==> src/rtl/mem_req_initiator_if.sv <==
// rtl/mem_req_initiator_if.sv - cache-side request/response and memory-side message bus bundle
interface mem_req_initiator_if #(
    parameter int DATA_WIDTH    = 32,
    parameter int ADDRESS_WIDTH = 32,
    parameter int MSG_BITS      = 4
);
    logic                     req_valid;
    logic                     req_ready;
    logic                     req_write;
    logic [ADDRESS_WIDTH-1:0] req_address;
    logic [DATA_WIDTH-1:0]    req_data;

    logic                     resp_valid;
    logic                     resp_write;
    logic [ADDRESS_WIDTH-1:0] resp_address;
    logic [DATA_WIDTH-1:0]    resp_data;

    logic [MSG_BITS-1:0]      mem_msg_out;
    logic [ADDRESS_WIDTH-1:0] mem_address_out;
    logic [DATA_WIDTH-1:0]    mem_data_out;
    logic [MSG_BITS-1:0]      mem_msg_in;
    logic [ADDRESS_WIDTH-1:0] mem_address_in;
    logic [DATA_WIDTH-1:0]    mem_data_in;

    logic                     busy;
    logic                     timeout_error;

    modport slave (
        input  req_valid, req_write, req_address, req_data,
        input  mem_msg_in, mem_address_in, mem_data_in,
        output req_ready,
        output resp_valid, resp_write, resp_address, resp_data,
        output mem_msg_out, mem_address_out, mem_data_out,
        output busy, timeout_error
    );

    modport master (
        output req_valid, req_write, req_address, req_data,
        output mem_msg_in, mem_address_in, mem_data_in,
        input  req_ready,
        input  resp_valid, resp_write, resp_address, resp_data,
        input  mem_msg_out, mem_address_out, mem_data_out,
        input  busy, timeout_error
    );
endinterface

==> src/rtl/mem_req_initiator.sv <==
// rtl/mem_req_initiator.sv - queued read-fill/write-back initiator for one main_memory port
module mem_req_initiator #(
    parameter int DATA_WIDTH     = 32,
    parameter int ADDRESS_WIDTH  = 32,
    parameter int MSG_BITS       = 4,
    parameter int QUEUE_DEPTH    = 4,
    parameter int TIMEOUT_CYCLES = 256
) (
    input  logic                clock,
    input  logic                reset,
    mem_req_initiator_if.slave  bus
);
    localparam logic [MSG_BITS-1:0] NO_REQ   = MSG_BITS'(0);
    localparam logic [MSG_BITS-1:0] R_REQ    = MSG_BITS'(1);
    localparam logic [MSG_BITS-1:0] WB_REQ   = MSG_BITS'(2);
    localparam logic [MSG_BITS-1:0] MEM_RESP = MSG_BITS'(10);

    localparam int PW = $clog2(QUEUE_DEPTH);
    localparam int CW = (TIMEOUT_CYCLES > 0) ? $clog2(TIMEOUT_CYCLES + 1) : 1;
    localparam logic [CW-1:0] T_LIM  = CW'(TIMEOUT_CYCLES);
    localparam logic [PW:0]   Q_FULL = (PW+1)'(QUEUE_DEPTH);

    typedef enum logic {S_IDLE, S_WAIT} state_t;

    logic                     q_write   [QUEUE_DEPTH];
    logic [ADDRESS_WIDTH-1:0] q_address [QUEUE_DEPTH];
    logic [DATA_WIDTH-1:0]    q_data    [QUEUE_DEPTH];
    logic [PW-1:0]            wr_ptr, rd_ptr;
    logic [PW:0]              count;
    logic                     full, empty, push, pop;

    state_t                   state_q, state_d;
    logic [MSG_BITS-1:0]      msg_q, msg_d;
    logic [ADDRESS_WIDTH-1:0] maddr_q, maddr_d;
    logic [DATA_WIDTH-1:0]    mdata_q, mdata_d;
    logic                     rvalid_q, rvalid_d;
    logic                     rwrite_q, rwrite_d;
    logic [ADDRESS_WIDTH-1:0] raddr_q, raddr_d;
    logic [DATA_WIDTH-1:0]    rdata_q, rdata_d;
    logic [CW-1:0]            cnt_q, cnt_d;
    logic                     terr_q, terr_d;
    logic                     match;

    assign full  = (count == Q_FULL);
    assign empty = (count == '0);
    // Gated by reset so the cache sees no room while the block is held in reset.
    assign bus.req_ready = reset && !full;
    assign push  = bus.req_valid && bus.req_ready;

    always_ff @(posedge clock) begin
        if (push) begin
            q_write[wr_ptr]   <= bus.req_write;
            q_address[wr_ptr] <= bus.req_address;
            q_data[wr_ptr]    <= bus.req_data;
        end
    end

    always_ff @(posedge clock or negedge reset) begin
        if (!reset) begin
            wr_ptr <= '0;
            rd_ptr <= '0;
            count  <= '0;
        end else begin
            if (push) wr_ptr <= wr_ptr + 1'b1;
            if (pop)  rd_ptr <= rd_ptr + 1'b1;
            case ({push, pop})
                2'b10:   count <= count + 1'b1;
                2'b01:   count <= count - 1'b1;
                default: count <= count;
            endcase
        end
    end

    assign match = (bus.mem_msg_in == MEM_RESP) && (bus.mem_address_in == maddr_q);

    always_comb begin
        state_d  = state_q;
        msg_d    = msg_q;
        maddr_d  = maddr_q;
        mdata_d  = mdata_q;
        rvalid_d = 1'b0;
        rwrite_d = 1'b0;
        raddr_d  = '0;
        rdata_d  = '0;
        cnt_d    = cnt_q;
        terr_d   = terr_q;
        pop      = 1'b0;
        case (state_q)
            S_IDLE: begin
                if (!empty) begin
                    msg_d   = q_write[rd_ptr] ? WB_REQ : R_REQ;
                    maddr_d = q_address[rd_ptr];
                    mdata_d = q_write[rd_ptr] ? q_data[rd_ptr] : '0;
                    cnt_d   = '0;
                    state_d = S_WAIT;
                end
            end
            S_WAIT: begin
                // The head stays queued until memory answers, so it still describes the request.
                if (match) begin
                    pop      = 1'b1;
                    msg_d    = NO_REQ;
                    maddr_d  = '0;
                    mdata_d  = '0;
                    rvalid_d = 1'b1;
                    rwrite_d = q_write[rd_ptr];
                    raddr_d  = maddr_q;
                    rdata_d  = q_write[rd_ptr] ? '0 : bus.mem_data_in;
                    cnt_d    = '0;
                    state_d  = S_IDLE;
                end else if ((TIMEOUT_CYCLES != 0) && (cnt_q != T_LIM)) begin
                    cnt_d = cnt_q + 1'b1;
                    if (cnt_d == T_LIM) terr_d = 1'b1;
                end
            end
            default: state_d = S_IDLE;
        endcase
    end

    always_ff @(posedge clock or negedge reset) begin
        if (!reset) begin
            state_q  <= S_IDLE;
            msg_q    <= NO_REQ;
            maddr_q  <= '0;
            mdata_q  <= '0;
            rvalid_q <= 1'b0;
            rwrite_q <= 1'b0;
            raddr_q  <= '0;
            rdata_q  <= '0;
            cnt_q    <= '0;
            terr_q   <= 1'b0;
        end else begin
            state_q  <= state_d;
            msg_q    <= msg_d;
            maddr_q  <= maddr_d;
            mdata_q  <= mdata_d;
            rvalid_q <= rvalid_d;
            rwrite_q <= rwrite_d;
            raddr_q  <= raddr_d;
            rdata_q  <= rdata_d;
            cnt_q    <= cnt_d;
            terr_q   <= terr_d;
        end
    end

    assign bus.mem_msg_out     = msg_q;
    assign bus.mem_address_out = maddr_q;
    assign bus.mem_data_out    = mdata_q;
    assign bus.resp_valid      = rvalid_q;
    assign bus.resp_write      = rwrite_q;
    assign bus.resp_address    = raddr_q;
    assign bus.resp_data       = rdata_q;
    assign bus.timeout_error   = terr_q;
    assign bus.busy            = !empty || (state_q != S_IDLE);
endmodule

==> src/flat_wrapper.sv <==
// flat-port wrapper written by rule: the top's interface ports become plain ports
module mem_req_initiator_flat 
#(
    parameter int DATA_WIDTH     = 32,
    parameter int ADDRESS_WIDTH  = 32,
    parameter int MSG_BITS       = 4,
    parameter int QUEUE_DEPTH    = 4,
    parameter int TIMEOUT_CYCLES = 256
)
  (clock, reset, bus_req_valid, bus_req_write, bus_req_address, bus_req_data, bus_mem_msg_in, bus_mem_address_in, bus_mem_data_in, bus_req_ready, bus_resp_valid, bus_resp_write, bus_resp_address, bus_resp_data, bus_mem_msg_out, bus_mem_address_out, bus_mem_data_out, bus_busy, bus_timeout_error);
  mem_req_initiator_if #(.DATA_WIDTH(DATA_WIDTH), .ADDRESS_WIDTH(ADDRESS_WIDTH), .MSG_BITS(MSG_BITS)) bus_i ();
  input  logic clock;
  input  logic reset;
  input wire logic [$bits(bus_i.req_valid)-1:0] bus_req_valid;
  input wire logic [$bits(bus_i.req_write)-1:0] bus_req_write;
  input wire logic [$bits(bus_i.req_address)-1:0] bus_req_address;
  input wire logic [$bits(bus_i.req_data)-1:0] bus_req_data;
  input wire logic [$bits(bus_i.mem_msg_in)-1:0] bus_mem_msg_in;
  input wire logic [$bits(bus_i.mem_address_in)-1:0] bus_mem_address_in;
  input wire logic [$bits(bus_i.mem_data_in)-1:0] bus_mem_data_in;
  output wire logic [$bits(bus_i.req_ready)-1:0] bus_req_ready;
  output wire logic [$bits(bus_i.resp_valid)-1:0] bus_resp_valid;
  output wire logic [$bits(bus_i.resp_write)-1:0] bus_resp_write;
  output wire logic [$bits(bus_i.resp_address)-1:0] bus_resp_address;
  output wire logic [$bits(bus_i.resp_data)-1:0] bus_resp_data;
  output wire logic [$bits(bus_i.mem_msg_out)-1:0] bus_mem_msg_out;
  output wire logic [$bits(bus_i.mem_address_out)-1:0] bus_mem_address_out;
  output wire logic [$bits(bus_i.mem_data_out)-1:0] bus_mem_data_out;
  output wire logic [$bits(bus_i.busy)-1:0] bus_busy;
  output wire logic [$bits(bus_i.timeout_error)-1:0] bus_timeout_error;
  assign bus_i.req_valid = bus_req_valid;
  assign bus_i.req_write = bus_req_write;
  assign bus_i.req_address = bus_req_address;
  assign bus_i.req_data = bus_req_data;
  assign bus_i.mem_msg_in = bus_mem_msg_in;
  assign bus_i.mem_address_in = bus_mem_address_in;
  assign bus_i.mem_data_in = bus_mem_data_in;
  assign bus_req_ready = bus_i.req_ready;
  assign bus_resp_valid = bus_i.resp_valid;
  assign bus_resp_write = bus_i.resp_write;
  assign bus_resp_address = bus_i.resp_address;
  assign bus_resp_data = bus_i.resp_data;
  assign bus_mem_msg_out = bus_i.mem_msg_out;
  assign bus_mem_address_out = bus_i.mem_address_out;
  assign bus_mem_data_out = bus_i.mem_data_out;
  assign bus_busy = bus_i.busy;
  assign bus_timeout_error = bus_i.timeout_error;
  mem_req_initiator #(.DATA_WIDTH(DATA_WIDTH), .ADDRESS_WIDTH(ADDRESS_WIDTH), .MSG_BITS(MSG_BITS), .QUEUE_DEPTH(QUEUE_DEPTH), .TIMEOUT_CYCLES(TIMEOUT_CYCLES)) u_core (.clock(clock), .reset(reset), .bus(bus_i));
endmodule
==> config.mk <==
export PLATFORM = sky130hd
export DESIGN_NAME = mem_req_initiator_flat
export DESIGN_NICKNAME = d
export VERILOG_FILES = /design/src/rtl/mem_req_initiator_if.sv /design/src/rtl/mem_req_initiator.sv /design/src/flat_wrapper.sv
export SDC_FILE = /design/constraint.sdc
export NUM_CORES = 1
export LEC_CHECK = 0
export ABC_AREA = 1
export CORE_MARGIN = 3
export CORE_UTILIZATION = 53
export CTS_CLUSTER_DIAMETER = 30
export CTS_CLUSTER_SIZE = 25
export DETAILED_ROUTE_END_ITERATION = 12
export PLACE_DENSITY = 0.88
export RECOVER_POWER = 100
export SLEW_MARGIN = 5
export SYNTH_ARGS = -nofsm -noshare
export SYNTH_HDL_FRONTEND = slang
export SYNTH_SLANG_ARGS = --single-unit
==> constraint.sdc <==
create_clock -name clock -period 4.7 [get_ports clock]
set_input_delay 0.705 -clock clock [delete_from_list [all_inputs] [get_ports clock]]
set_output_delay 0.705 -clock clock [all_outputs]
set_load 0.005 [all_outputs]
# Word-level counts from Yosys, hierarchy flattened
# Memories as Yosys holds them, arrays and structs flattened.
# Index checks and enable logic that the tools add are counted.
[word_totals]
ff_bits = 152
mem_bits_rw = 260
elab_cells = 73
mem_count = 3
[classes]
addsub = 5
n_eq_ne = 10
n_mux = 29
bitwise_logic = 2
reduce_logical = 11
[mem_list]
columns = ["memory", "words", "width", "read_ports", "rd_ports_with_merged_regs", "write_ports", "line_no", "rtl"]
rows = [
  ["u_core.q_address", 4, 32, 1, 0, 1, "mem_req_initiator.sv:26", "logic [ADDRESS_WIDTH-1:0] q_address [QUEUE_DEPTH];"],
  ["u_core.q_data", 4, 32, 1, 0, 1, "mem_req_initiator.sv:27", "logic [DATA_WIDTH-1:0] q_data [QUEUE_DEPTH];"],
  ["u_core.q_write", 4, 1, 1, 0, 1, "mem_req_initiator.sv:25", "logic q_write [QUEUE_DEPTH];"],
]
[ops]
columns = ["operator", "n"]
rows = [
  ["two-way mux 32 bit", 9],
  ["case mux 32 bit (2 select lines)", 2],
  ["== test 32 bit", 1],
  ["two-way mux 9 bit", 3],
  ["case mux 9 bit (2 select lines)", 1],
  ["adder 9 x 1 -> 9 bit (second input constant)", 1],
  ["== test 9 bit (second input constant)", 1],
  ["inequality test 9 bit (second input constant)", 1],
  ["two-way mux 1 bit", 8],
  ["two-way mux 4 bit", 2],
  ["case mux 4 bit (2 select lines)", 1],
  ["case mux 3 bit (2 select lines)", 1],
  ["adder 2 x 1 -> 2 bit (second input constant)", 2],
  ["== test 4 bit (second input constant)", 1],
  ["inequality test 2 bit (second input constant)", 2],
  ["AND reduction 2 bit", 2],
  ["AND reduction 4 bit", 1],
  ["adder 3 x 1 -> 3 bit (second input constant)", 1],
  ["== test 3 bit (second input constant)", 1],
  ["logical AND 1 bit", 3],
  ["zero test 3 bit", 1],
  ["inequality test 3 bit (second input constant)", 1],
  ["subtractor 3 x 1 -> 3 bit (second input constant)", 1],
  ["== test 2 x 1 -> 1 bit (second input constant)", 1],
  ["7 further kinds", 9],
]

# Logic depth before layout (Yosys ltp)
# Gate-level depths: netlist of run 1.
[depth]
ltp_word = 6
ltp_mapped = 17

# Least setup slack after synthesis of run 1
# Ideal clock, no wire load.
[synth_path]
kind = "in2reg"
startpoint = "input reset"
endpoint = "memory u_core.q_address[0][0], enable pin"
setup_time_ns = 0.489
arrival_time_ns = 3.889
slack_ns = 0.322
cell_stages = 4
path_buffers = 0
path_cell_list = "inv_1 -> a31oi_1 -> nand2_1 -> nor2_1"
[synth_via]
elab_chain_cells = 4
[synth_rtl]
columns = ["element", "line_no", "rtl"]
rows = [
  ["start, declared", "flat_wrapper.sv:13", "input logic reset;"],
  ["logical AND 1 bit", "mem_req_initiator.sv:47", "assign bus.req_ready = reset && !full;"],
  ["via bus_req_ready", "flat_wrapper.sv:21", "output wire logic [$bits(bus_i.req_ready)-1:0] bus_req_ready;"],
  ["logical AND 1 bit", "mem_req_initiator.sv:48", "assign push = bus.req_valid && bus.req_ready;"],
  ["two-way mux 1 bit", "mem_req_initiator.sv:51", "if (push) begin"],
  ["two-way mux 1 bit (not written as such)", "mem_req_initiator.sv:53", "q_address[wr_ptr] <= bus.req_address;"],
  ["end, declared", "mem_req_initiator.sv:26", ""],
]
# The timed path passes the listed nets, and every way through them passes these cells.

# Final worst setup path of run 1
[layout_path]
startpoint = "input bus_mem_address_in[14]"
endpoint = "register u_core.maddr_q[4] (netlist: u_core.bus.mem_address_out[4])"
[layout_via]
elab_chain_cells = 4
[layout_rtl]
columns = ["element", "line_no", "rtl"]
rows = [
  ["start, declared", "flat_wrapper.sv:19", "input wire logic [$bits(bus_i.mem_address_in)-1:0] bus_mem_address_in;"],
  ["== test 32 bit", "mem_req_initiator.sv:74", "assign match = (bus.mem_msg_in == MEM_RESP) && (bus.mem_address_in == maddr_q);"],
  ["logical AND 1 bit", "mem_req_initiator.sv:74", ""],
  ["inequality test 2 bit (no line)", "-", ""],
  ["AND reduction 2 bit (no line)", "-", ""],
  ["end signal, assigned", "mem_req_initiator.sv:135", "maddr_q <= maddr_d;"],
  ["end, declared", "mem_req_initiator.sv:34", "logic [ADDRESS_WIDTH-1:0] maddr_q, maddr_d;"],
]
# No other way between the ends.
# A chain may end at the register's enable or synchronous reset.

==> reports/results.ini, run 1 <==
[run_status]
outcome=complete, but fails checks
violations=max-capacitance violations, max-slew violations

[grt]
gr-total-overflow=0
antenna_found_initial=13
grt_pass1_vias=12677
top_usage_layer=met2
use_met1_pct=33.9
grt_use_met2_pct=46.8
grt_use_total_pct=27.5
grt_pass1_wl_mm=71.1
grt.met3_usage_pct=6.83
grt_max_degree=99

[floorplanning]
die_y_um=182
start_util_pct=54.5
die_x_um=182
io_pins=273
die_area_um2=33000
core_um2=30000
rows=63

[placed_design]
place_ws_ps=1210
globalplace.congestion=0.874
io_buffers=270
place_hpwl_mm=26.8

[clock_network]
cts_num_sinks=410
cts_made_buffers=73
cts_resized=0
clockBufferDepth=3
clk_pin_slew_ps=50
clk_latency_ps=570
postCtsSetupRepairBufs=0
cts_tree=done
cts_hold_buf=0
htreeDepth=3
root_buffer=clkbuf_16

[timing]
fin_skew_ps=26.1
period_share_pct=80.0
period_needed_ps=3760
hold_viol_final=0
fmax_mhz=266
rsz0062_at_grt=false
worst_pin_slew_ps=2030
fin_setup_tns_ps=0
setup_violations=0
layout_setup_ws_ps=940
slew_viol_final=414
maxSlewHeadroom_pct=-35.2

[setup_path]
path_max_fanout=36
crit_chain=dlygate4sd3_1 -> inv_1 -> nand2_1 -> nand2_1 -> nor2_1 -> nand2_1 -> nor2_1 -> nand2_1 -> nor2_1 -> nand3_1 -> clkbuf_1 -> nand3_1 -> nand2_1
critPathArrivalTime_ps=4240
endpoint_kind=flip-flop
path_common_cell=nand2_1
slowest_delay_ps=1510
cp_slowest_cell=clkbuf_1
required_ps=5180
crit_type=input port to flip-flop
start_kind=input port

[synthesis]
async_reset_ff_share_pct=36.6
ys.flop_type=edfxtp_1
synth_area_um2=16400
synth_warnings=0
synth-edff-count=260
synth_cells=1416
synth-seq-cells=410
seq_area_frac_synth_pct=70.7
avgSynthCellArea_um2=11.6
synth_cell_type_count=31

[layout]
final_common_cell=nand2_1
area_growth_pct=33.7
layout-drive-gt1-share_pct=10.7
fin_nets=1847
final_cell_mix=nand2_1, edfxtp_1, dlygate4sd3_1

[routing]
drtAntennaViolNets=0
routed_via_density=5.76
drcViolationCount=0
drt_iter0_drc=1429
wire_per_inst_um=21.6
num_vias=12454
drtPass1Iterations=8
wl_mm=46.6

[job]
drv_cap=9

[power]
p_leak_nw=8.88
peakVddDrop_mv=0.363
powerDensity_nw_per_um2=462

[worst_hold_path]
min_path_type=input port to asynchronous set/reset pin

flip-flops by register name (all words and copies together), names as in the netlist, 2 cells and up:
| signal | flops |
|---|---|
| u_core.q_address | 128 |
| u_core.q_data | 128 |
| u_core.bus.mem_address_out | 32 |
| u_core.bus.mem_data_out | 32 |
| u_core.bus.resp_address | 32 |
| u_core.bus.resp_data | 32 |
| u_core.cnt_q | 9 |
| u_core.q_write | 4 |
| u_core.count | 3 |
| u_core.bus.mem_msg_out | 2 |
| u_core.rd_ptr | 2 |
| u_core.wr_ptr | 2 |
synth_stat cells (3+ instances only):
cell / count / area (µm²)
inv_1: 82 / 308
buf_6: 8 / 90.1
buf_1: 7 / 26.3
clkbuf_1: 48 / 180
o21ai_0: 99 / 495
a21oi_1: 33 / 165
nor2_1: 137 / 514
buf_4: 4 / 30.0
nand4_1: 16 / 100
a32o_1: 32 / 320
nand3b_1: 3 / 22.5
o22ai_1: 32 / 200
edfxtp_1: 260 / 7810
nand2_1: 316 / 1190
xor2_1: 13 / 114
o2111ai_1: 4 / 35.0
nand3_1: 84 / 420
inv_2: 5 / 18.8
ha_1: 7 / 87.6
xnor2_1: 8 / 70.1
dfrtp_1: 150 / 3750
buf_2: 11 / 55.1
nor3_1: 6 / 30.0
nor2_2: 41 / 257
stage by stage:
stage	hold WS [ps]	util (%)	power, mW	area, µm²	cells
after CTS	34.6	73.0	10.1	21900	2154
after global placement	458	64.6	4.77	19400	2018
after detailed placement	461	64.6	4.80	19400	2018
after floorplan	409	-	4.49	16400	1417
after global routing	36.4	72.8	10.4	21900	2158
final	25.4	72.8	10.1	21900	2163
power breakdown:
part	switching, mW	internal, mW
clock network	1.88	3.47
registers	0.0667	4.13
logic	0.371	0.186
routing by layer:
layer	share of wire [%]	up-vias
met2	50	806
met4	3.4	8
li1	-	5471
met3	10	139
met1	36	6030
met5	0.11	-
path summary, 6_finish.rpt:
| kind | start | to | slack, ps | depth (start not counted) |
|---|---|---|---|---|
| max in group asynchronous | reset | u_core.rd_ptr[0] | 2310 | 2 |
| hold / removal | reset | u_core.bus.mem_address_out[20] | 30 | 1 |
| setup reg to reg | u_core.bus.mem_address_out[1] | u_core.bus.mem_address_out[4] | 1170 | 12 |
| min in group clock | u_core.bus.timeout_error | u_core.bus.timeout_error | 460 | 2 |
| hold reg to reg | u_core.bus.timeout_error | u_core.bus.timeout_error | 460 | 2 |
| setup / recovery | bus_mem_address_in[14] | u_core.bus.mem_address_out[4] | 940 | 13 |
worst max-delay path: cells and delay by family:
kind / cells / cell delay (ps)
and+or+nand+nor: 10 / 1360
buffers and inverters: 3 / 2160
logic make-up (layout without fill, tap and decap cells):
family / after synthesis / in the layout / share of synthesized area (%)
DFF: 410 / 410 / 70.7
AOI/OAI and AO/OA: 202 / 202 / 7.51
other: 1 / 11 / 0.0229
and+or+nand+nor: 607 / 607 / 15.6
xor gates and xnor gates: 21 / 21 / 1.12
buffers and inverters: 167 / 514 / 4.38
adders and majority gates: 8 / 8 / 0.658
layout make-up:
type                    count  area [µm²]
clock inverters            53         639
multi-input cells         840        4110
diodes                      9        22.5
well taps                 390         488
repair buffers            289        2810
inverters                  89         337
flip-flops and latches    410       11600
fillers                  1810        8160
clock buffers              83        1910
(Power assumes the default switching activity.)
==> run 2, diff against run 1 <==
--- a/config.mk
+++ b/config.mk
@@ -7,11 +7,11 @@
 export LEC_CHECK = 0
 export ABC_AREA = 1
 export CORE_MARGIN = 3
-export CORE_UTILIZATION = 53
+export CORE_UTILIZATION = 48
 export CTS_CLUSTER_DIAMETER = 30
 export CTS_CLUSTER_SIZE = 25
 export DETAILED_ROUTE_END_ITERATION = 12
-export PLACE_DENSITY = 0.88
+export PLACE_DENSITY = 0.84
 export RECOVER_POWER = 100
 export SLEW_MARGIN = 5
 export SYNTH_ARGS = -nofsm -noshare
==> constraint.sdc (replaced) <==
create_clock -name clock -period 3.3 [get_ports clock]
set_input_delay 0.495 -clock clock [delete_from_list [all_inputs] [get_ports clock]]
set_output_delay 0.495 -clock clock [all_outputs]
set_load 0.005 [all_outputs]
==> reports/results.ini, run 2 (same netlist as run 1, synthesis figures left out) <==
[setup_path]
start_kind=flip-flop  ; was input port
reg2reg_depth=10  ; was 12
rrSetupSlack_ps=440  ; was 1170 ps
crit_type=flip-flop to flip-flop  ; was input port to flip-flop
endpoint_kind=flip-flop  ; unchanged
critPathArrivalTime_ps=3300  ; was 4240 ps
required_ps=3740  ; was 5180 ps
path_max_fanout=22  ; was 36
r2r-end=u_core.bus.mem_address_out[13]  ; was u_core.bus.mem_address_out[4]
timing.rr.start=u_core.bus.mem_address_out[3]  ; was u_core.bus.mem_address_out[1]

[routing]
routed_via_density=5.47  ; was 5.76
drtAntennaViolNets=0  ; unchanged
drtPass1Iterations=5  ; was 8
highest_layer=met5  ; unchanged
routed-wl-met3_mm=4.34  ; was 4.88 mm
wirelength_met1_mm=16.6  ; was 16.7 mm
num_vias=12210  ; was 12.5k
wl_mm=44.4  ; was 46.6 mm
drt_iter0_drc=1124  ; was 1429
drcViolationCount=0  ; unchanged
wire_per_inst_um=19.9  ; was 21.6 µm
wl_met2_mm=21.9  ; was 23.4 mm

[floorplanning]
rows=66  ; was 63
core_um2=33000  ; was 30000 µm²
die_x_um=191  ; was 182 µm
die_area_um2=36300  ; was 33000 µm²
die_y_um=191  ; was 182 µm
io_pins=273  ; unchanged
start_util_pct=49.5  ; was 54.5%

[layout]
final_common_cell=nand2_1  ; unchanged
final_cell_mix=nand2_1, edfxtp_1, dlygate4sd3_1  ; unchanged
layout-drive-gt1-share_pct=11.3  ; was 10.7%
area_growth_pct=34.9  ; was 33.7%
top_regs=u_core.q_address (128), u_core.q_data (128)  ; unchanged
fin_nets=1860  ; was 1847

[timing]
rsz0062_at_grt=false  ; unchanged
setup_violations=0  ; unchanged
maxSlewHeadroom_pct=-46.5  ; was -35.2%
period_needed_ps=2860
fin_setup_tns_ps=0  ; unchanged
slew_viol_final=151  ; was 414
worst_pin_slew_ps=2200  ; was 2030 ps
fin_skew_ps=21.5  ; was 26.1 ps
hold_viol_final=0  ; unchanged
period_share_pct=86.7
fmax_mhz=350

[power]
p_leak_nw=9.00  ; was 8.88 nW
p_switching_mw=3.29  ; was 2.32 mW
peakVddDrop_mv=0.478  ; was 0.363 mV
comb_power_share_pct=5.4  ; was 5.5%
clock_power_share_pct=53.4  ; was 53.0%
seqPwrFrac_pct=41.2  ; was 41.5%
powerDensity_nw_per_um2=654  ; was 462 nW/µm²
switching_share_pct=22.8  ; was 23.0%
cell_internal_pwr_mw=11.2  ; was 7.78 mW
total_power_mw=14.4  ; was 10.1 mW

[run_status]
outcome=complete, but fails checks  ; unchanged
violations=max-capacitance violations, max-slew violations  ; unchanged

[clock_network]
clk_pin_slew_ps=50  ; about the same
clockBufferDepth=3  ; unchanged
cts_hold_buf=0  ; unchanged
cts_num_sinks=410  ; unchanged
clk_latency_ps=580  ; was 570 ps
cts_tree=done  ; unchanged
postCtsSetupRepairBufs=0  ; unchanged
cts_resized=0  ; unchanged
cts_made_buffers=77  ; was 73
htreeDepth=3  ; unchanged
root_buffer=clkbuf_16  ; unchanged

[grt]
gr-total-overflow=0  ; unchanged
grt_pass1_vias=12446  ; was 12.7k
grt_use_total_pct=24.2  ; was 27.5%
grt_max_degree=151  ; was 99
grt_pass1_wl_mm=68.0  ; was 71.1 mm
antenna_found_initial=20  ; was 13

[worst_hold_path]
hold_start=u_core.bus.timeout_error
min_path_type=flip-flop to flip-flop  ; was input port to asynchronous set/reset pin
min_to=u_core.bus.timeout_error
min_path_cells=2

[placed_design]
io_buffers=270  ; unchanged
globalplace.congestion=0.926  ; was 0.874
place_hpwl_mm=26.4  ; was 26.8 mm

[job]
drv_cap=1  ; was 9

==> run 2: cell types whose count changed in the layout (fill, tap and decap cells not counted), moves of 4 or more <==
cell	before	now
inv_6	6	15
bufinv_16	9	5
clkinv_4	3	9
clkbuf_16	74	81
clkdlybuf4s50_1	66	73
clkbuf_2	6	10
dlygate4sd3_1	203	196
clkinvlp_4	11	5
==> run 2: per-stage QoR <==
stage | instances | hold WS [ps] | setup slack [ps] | area (µm²) | utilization, %
after detailed placement | 2079 | 455 | 78.0 | 19600 | 59.2
final | 2233 | 455 | 440 | 22100 | 66.8
after CTS | 2223 | 137 | 552 | 22200 | 67.1
after floorplan | 1417 | 199 | -868 | 16400 | -
after global placement | 2079 | 455 | 165 | 19600 | 59.2
after global routing | 2231 | 453 | 222 | 22100 | 66.8
==> run 2: final cells by class <==
class | count | area [µm²]
Sequential cell | 410 | 11600
Timing Repair Buffer | 298 | 2870
Clock buffer | 90 | 2100
Antenna cell | 10 | 25.0
Tap cell | 442 | 553
Multi-Input combinational cell | 840 | 4100
Clock inverter | 54 | 510
Inverter | 89 | 337
Fill cell | 2255 | 11000
==> run 2: worst max-delay path: stages (launching register included) <==
cell and delay [ps]:
dfrtp_1 420, clkbuf_1 330, xnor2_1 160, nand3_1 80
nor2_1 120, nand2_1 60, nor2_1 80, nand3_1 680
clkbuf_2 510, nand3_1 170, nand2_1 90
==> run 2: worst max-delay path by stage <==
| stage | depth (start not counted) | startpoint | end | slack [ps] |
|---|---|---|---|---|
| after floorplan | 4 | reset | u_core.q_address[0][0] | -870 |
| after global placement | 14 | bus_mem_address_in[26] | u_core.count[2] | 170 |
| after detailed placement | 14 | bus_mem_address_in[26] | u_core.count[2] | 80 |
| after CTS | 13 | u_core.bus.mem_address_out[4] | u_core.count[2] | 550 |
| after global routing | 7 | u_core.bus.mem_address_out[26] | u_core.bus.resp_data[22] | 220 |
| final | 10 | u_core.bus.mem_address_out[3] | u_core.bus.mem_address_out[13] | 440 |
==> run 2: power by group through the flow <==
stage	clock network, mW	logic [mW]	registers (mW)
2_1_floorplan	0	0.358	6.04
3_3_place_gp	0	0.788	6.01
3_5_place_dp	0	0.812	6.03
4_1_cts	7.81	0.822	5.94
5_1_grt	8.06	0.860	5.98
6_report	7.71	0.775	5.96
==> run 2: per-layer routing <==
metal | GRT usage (%) | vias to the layer above
met5 | 0 | -
met1 | 29.3 | 5898
met3 | 6.73 | 127
met4 | 10.8 | 20
met2 | 40.5 | 665
li1 | - | 5500
